--- src/rtl/aes_decrypt_iterative_pkg.sv ---
// Shared AES-128 inverse-cipher definitions: block width, FSM states,
// inverse S-box and GF(2^8) multiply helpers.
package aes_decrypt_iterative_pkg;

  localparam int AES_BLOCK_W = 128;

  typedef enum logic [1:0] {
    ST_IDLE  = 2'd0,
    ST_ROUND = 2'd1,
    ST_FINAL = 2'd2
  } state_t;

  localparam logic [0:255][7:0] INV_SBOX = {
    128'h52096ad53036a538bf40a39e81f3d7fb,
    128'h7ce339829b2fff87348e4344c4dee9cb,
    128'h547b9432a6c2233dee4c950b42fac34e,
    128'h082ea16628d924b2765ba2496d8bd125,
    128'h72f8f66486689816d4a45ccc5d65b692,
    128'h6c704850fdedb9da5e154657a78d9d84,
    128'h90d8ab008cbcd30af7e45805b8b34506,
    128'hd02c1e8fca3f0f02c1afbd0301138a6b,
    128'h3a9111414f67dcea97f2cfcef0b4e673,
    128'h96ac7422e7ad3585e2f937e81c75df6e,
    128'h47f11a711d29c5896fb7620eaa18be1b,
    128'hfc563e4bc6d279209adbc0fe78cd5af4,
    128'h1fdda8338807c731b11210592780ec5f,
    128'h60517fa919b54a0d2de57a9f93c99cef,
    128'ha0e03b4dae2af5b0c8ebbb3c83539961,
    128'h172b047eba77d626e169146355210c7d
  };

  function automatic logic [7:0] inv_sbox(input logic [7:0] b);
    return INV_SBOX[b];
  endfunction

  function automatic logic [7:0] xtime(input logic [7:0] b);
    return {b[6:0], 1'b0} ^ (b[7] ? 8'h1b : 8'h00);
  endfunction

  function automatic logic [7:0] mul9(input logic [7:0] b);
    logic [7:0] x2, x4, x8;
    x2 = xtime(b);
    x4 = xtime(x2);
    x8 = xtime(x4);
    return x8 ^ b;
  endfunction

  function automatic logic [7:0] mulB(input logic [7:0] b);
    logic [7:0] x2, x4, x8;
    x2 = xtime(b);
    x4 = xtime(x2);
    x8 = xtime(x4);
    return x8 ^ x2 ^ b;
  endfunction

  function automatic logic [7:0] mulD(input logic [7:0] b);
    logic [7:0] x2, x4, x8;
    x2 = xtime(b);
    x4 = xtime(x2);
    x8 = xtime(x4);
    return x8 ^ x4 ^ b;
  endfunction

  function automatic logic [7:0] mulE(input logic [7:0] b);
    logic [7:0] x2, x4, x8;
    x2 = xtime(b);
    x4 = xtime(x2);
    x8 = xtime(x4);
    return x8 ^ x4 ^ x2;
  endfunction

endpackage

--- src/rtl/aes_inv_sub_bytes.sv ---
// Combinational InvSubBytes: sixteen parallel inverse S-box lookups
// across a 128-bit AES state.
module aes_inv_sub_bytes
  import aes_decrypt_iterative_pkg::*;
(
  input  logic [AES_BLOCK_W-1:0] din,
  output logic [AES_BLOCK_W-1:0] dout
);

  for (genvar k = 0; k < 16; k++) begin : g_byte
    assign dout[8*k+7 -: 8] = inv_sbox(din[8*k+7 -: 8]);
  end

endmodule

--- src/rtl/aes_decrypt_iterative.sv ---
// AES-128 inverse cipher, one round per clock over a shared datapath.
// One block in flight; valid/ready in, single-cycle done strobe out.
module aes_decrypt_iterative
  import aes_decrypt_iterative_pkg::*;
#(
  parameter int Nk = 4,
  parameter int Nr = 10
) (
  input  logic                     clk,
  input  logic                     reset_n,
  input  logic [AES_BLOCK_W-1:0]   data,
  input  logic                     data_valid,
  output logic                     ready,
  input  logic [(Nr+1)*128-1:0]    allKeys,
  output logic [AES_BLOCK_W-1:0]   out,
  output logic                     done
);

  localparam int RW = $clog2(Nr + 1);

  if (Nk != 4 || Nr < 2) begin : g_cfg_err
    $error("aes_decrypt_iterative: unsupported Nk/Nr");
  end

  state_t                 state;
  logic [RW-1:0]          rnd;
  logic [AES_BLOCK_W-1:0] st;
  logic [AES_BLOCK_W-1:0] sr;
  logic [AES_BLOCK_W-1:0] sb;
  logic [AES_BLOCK_W-1:0] ark;
  logic [AES_BLOCK_W-1:0] mc;
  logic [127:0]           rk [Nr+1];

  for (genvar i = 0; i <= Nr; i++) begin : g_rk
    assign rk[i] = allKeys[(Nr+1)*128-1-i*128 -: 128];
  end

  function automatic logic [127:0] inv_shift_rows(
    input logic [127:0] s
  );
    logic [127:0] o;
    o = '0;
    for (int c = 0; c < 4; c++) begin
      for (int r = 0; r < 4; r++) begin
        o[127-8*(c*4+r) -: 8] =
          s[127-8*(((c-r+4)%4)*4+r) -: 8];
      end
    end
    return o;
  endfunction

  function automatic logic [127:0] inv_mix_columns(
    input logic [127:0] s
  );
    logic [127:0] o;
    logic [7:0]   a0, a1, a2, a3;
    o = '0;
    for (int c = 0; c < 4; c++) begin
      a0 = s[127-32*c -: 8];
      a1 = s[119-32*c -: 8];
      a2 = s[111-32*c -: 8];
      a3 = s[103-32*c -: 8];
      o[127-32*c -: 8] =
        mulE(a0) ^ mulB(a1) ^ mulD(a2) ^ mul9(a3);
      o[119-32*c -: 8] =
        mul9(a0) ^ mulE(a1) ^ mulB(a2) ^ mulD(a3);
      o[111-32*c -: 8] =
        mulD(a0) ^ mul9(a1) ^ mulE(a2) ^ mulB(a3);
      o[103-32*c -: 8] =
        mulB(a0) ^ mulD(a1) ^ mul9(a2) ^ mulE(a3);
    end
    return o;
  endfunction

  // FINAL reuses the round datapath: rnd has reached 0 there
  assign sr  = inv_shift_rows(st);
  assign ark = sb ^ rk[rnd];
  assign mc  = inv_mix_columns(ark);

  aes_inv_sub_bytes u_inv_sub_bytes (
    .din  (sr),
    .dout (sb)
  );

  assign ready = (state == ST_IDLE);

  always_ff @(posedge clk or negedge reset_n) begin
    if (!reset_n) begin
      state <= ST_IDLE;
      rnd   <= '0;
      st    <= '0;
      out   <= '0;
      done  <= 1'b0;
    end else begin
      done <= 1'b0;
      unique case (state)
        ST_IDLE: begin
          if (data_valid) begin
            st    <= data ^ rk[Nr];
            rnd   <= RW'(Nr - 1);
            state <= ST_ROUND;
          end
        end
        ST_ROUND: begin
          st  <= mc;
          rnd <= rnd - 1'b1;
          if (rnd == RW'(1)) begin
            state <= ST_FINAL;
          end
        end
        ST_FINAL: begin
          out   <= ark;
          done  <= 1'b1;
          state <= ST_IDLE;
        end
        default: state <= ST_IDLE;
      endcase
    end
  end

endmodule

--- config.mk ---
export PLATFORM = sky130hd
export DESIGN_NAME = aes_decrypt_iterative
export DESIGN_NICKNAME = d
export VERILOG_FILES = /design/src/rtl/aes_decrypt_iterative_pkg.sv /design/src/rtl/aes_inv_sub_bytes.sv /design/src/rtl/aes_decrypt_iterative.sv
export SDC_FILE = /design/constraint.sdc
export NUM_CORES = 2
export LEC_CHECK = 0
export CAP_MARGIN = 5
export CORE_AREA = 2 2 655 657
export CTS_CLUSTER_SIZE = 10
export DETAILED_ROUTE_END_ITERATION = 16
export DIE_AREA = 0 0 657 659
export SETUP_SLACK_MARGIN = 0.05
export SYNTH_ARGS = -nofsm -noshare
export SYNTH_HDL_FRONTEND = slang
export SYNTH_HIERARCHICAL = 1
export SYNTH_SLANG_ARGS = --single-unit
--- constraint.sdc ---
create_clock -name clk -period 5 [get_ports clk]
set_clock_uncertainty 0.1 [all_clocks]
set_input_delay 0.75 -clock clk [delete_from_list [all_inputs] [get_ports clk]]
set_output_delay 0.75 -clock clk [all_outputs]
set_load 0.005 [all_outputs]
==> results.toml <==
[critical_path]
worstRegToRegCells = 20
cpMaxStageDelayCell = "dfrtp_1"
max_stage_delay_ns = 0.42
critPathLaunch = "st[1]"
reg2reg_from = "st[1]"
worstReg2RegEnd = "st[51]"
cp-end-kind = "register"
cp_num_buf_inv = 6
cp.depth = 20
critPathLaunchType = "register"
cpLargestDelayFamily = "compound AO/OA/AOI/OAI gates"
crit_top_cell = "buf_4"
worstSetupPathType = "register to register"
critPathRequiredTime_ns = 5.44
cp.arrival_ns = 5.45
ff2ff_setup_slack_ns = -0.01
worstPathCellList = "inv_1 -> buf_4 -> ha_1 -> buf_4 -> nor2_1 -> o21ai_0 -> o311ai_0 -> a32oi_1 -> a21oi_1 -> a32oi_1 -> buf_4 -> xor2_1 -> buf_4 -> xnor2_1 -> xnor2_2 -> xor2_1 -> xnor2_1 -> buf_4 -> xnor2_2 -> o21ai_1"
crit_end = "st[51]"
path_max_fanout = 13

[cells_and_area]
fill_cells = 46366
synthToLayoutAreaGrowth_pct = 48.0
nets = 16529
drive_above_1_share_pct = 25.1

[sta]
setup_viol = 1
max_slew.worst_pin.slew_ns = 1.31
post-route-period-util_pct = 100
hold_viol = 0
rsz0062_at_grt = "true"
clock.fmax_ghz = 0.199
relSlewSlack_pct = 11.9
period_needed_ns = 5.01
finalWorstSetupSlack_ns = -0.0130
slew_viol_final = 0

[synth]
synth_nets = 13708
synthArstFlopShare_pct = 100
synth_top_cell_by_area = "mux4_2"
synth_warnings = 6
synthDominantCellAreaShare_pct = 8.33
synth_cells = 11857
ys.flop_type = "dfrtp_1"
synth_common_cells = "nand2_1, o21ai_0, a21oi_1"
syn_area_sq_um = 87600
yosys-top-cells-area = "mux4_2, dfrtp_1, xnor2_1, o21ai_0, a21oi_1"
synth-edff-count = 0
ys_seq_area_share_pct = 7.52
yosysMostFrequentCell = "nand2_1"
syn_avg_cell_area_sq_um = 7.38
yosys_register_bits = 263
synth.distinct_cells = 119

[drt]
drc = 0
routed_wirelength_um = 874000
final_antenna_net_count = 0
post_drt_wl_per_cell_um = 42.4
detail_route.first_pass.iterations = 9
vias_per_cell = 5.93
num_vias = 122273
drt_iter0_markers = 18724

[floorplan]
rows = 240
dieHeight_um = 659
start_util_pct = 20.6
io_pins = 1669
dieArea_sq_um = 433000
chipWidth_um = 657
core_area_sq_um = 426000

[global_routing]
grt_pass1_vias = 113651
antenna_found_initial = 366
grt_start_max_net_pins = 123
grtUsageTotal_pct = 38.3
grt.overflow.total = 0
grt_pass1_wl_um = 1130000

[clock_network]
clock_path_buffers = 3
clock-sinks = 263
cts.clk_slew.worst_paths_ns = 0.07
htree_levels = 2
insertion_delay_ns = 0.71
cts_tree = "built"
cts_root_buf = "clkbuf_16"
cts_made_buffers = 41

[placed_design]
dp_slack_ns = -0.602
gp_congestion = 1.07
hpwl_um = 734000
io_buffer_count = 1668

[status]
status = "complete, but fails checks"
violations = "setup timing"

[hold_path]
min_path_type = "register to register"

[job]
maxCapViolCount = 0
[cells by family after synthesis]
| kind of cell | after synthesis | synth area share (%) |
|---|---|---|
| AOI/OAI and AO/OA | 4188 | 32.4 |
| and+or+nand+nor | 3651 | 20.3 |
| buffers and inverters | 1532 | 8.40 |
| xor gates and xnor gates | 1041 | 11.7 |
| muxes | 870 | 15.2 |
| adders and majority gates | 312 | 4.46 |
| DFF | 263 | 7.52 |
[state kept, by name, summed over array words and instances (netlist names)]
name	flops
out	128
done	1
st	128
state	2
rnd	4
[metal layers]
layer | track usage [%] | routed length, um | vias to the layer above
li1 | - | - | 50508
met1 | 48.3 | 343000 | 60934
met2 | 54.4 | 352000 | 8779
met3 | 12.5 | 101000 | 1896
met4 | 27.5 | 76400 | 156
met5 | 0 | 1020 | -
[cells in the final DEF (no fill, tap or decap), drive strengths merged, types with 312 or more instances in the layout]
master / n
nor3: 358
mux4: 336
xnor2: 704
buf: 2459
nand2: 1045
a21oi: 836
nor2: 763
nand3: 381
clkdlybuf4s50: 1667
o211ai: 348
o21ai: 937
ha: 312
[stage by stage]
stage                     utilization [%]  area (sq um)  hold WS [ns]  TNS (ns)  std cells
after floorplan                         -         87600         0.354         0      11857
final                                30.4        130000         0.377   -0.0130      20616
after global routing                 30.4        129000         0.404   -0.0489      20538
after global placement               29.6        126000         0.359    -14.66      20294
after detailed placement             29.6        126000         0.362    -11.78      20294
after CTS                            30.0        128000         0.382         0      20370
[how the worst min path moves through the flow]
stage	slack [ns]	end	from	cells after the start
floorplan	0.35	done	reset_n	0
global placement	0.36	out[41]	out[41]	2
detailed placement	0.36	out[34]	out[34]	2
CTS	0.38	out[7]	out[7]	2
global route	0.40	out[1]	out[1]	2
finish	0.38	out[7]	out[7]	2
[cell type report]
| cell class | instances | area, sq um | share of cell area (%) |
|---|---|---|---|
| multi-input cells | 10062 | 75300 | 58.1 |
| repair buffers | 4127 | 37800 | 29.2 |
| well taps | 5687 | 7120 | 5.49 |
| flip-flops and latches | 263 | 6700 | 5.17 |
| clock buffers | 58 | 1180 | 0.910 |
| inverters | 183 | 724 | 0.559 |
| diodes | 223 | 558 | 0.431 |
| clock inverters | 13 | 169 | 0.130 |
[tightest hold or removal path, stage by stage, from the launching register on]
cell	delay, ns
dfrtp_1	0.34
nand2_1	0.05
nand2_1	0.05
[timing repair]
action                                  in CTS  in global routing
endpoints found under the hold margin       37                  0
pin swaps                                    9                 38
endpoints found under the setup margin      85                114
buffers inserted                             4                 23
cloned                                       0                  0
hold buffers                                 1                  0
gates resized for setup                     74                248
Power is left out: the tool's default activity adds up to more than one toggle a clock period on the data nets, which glitch-free logic cannot reach.
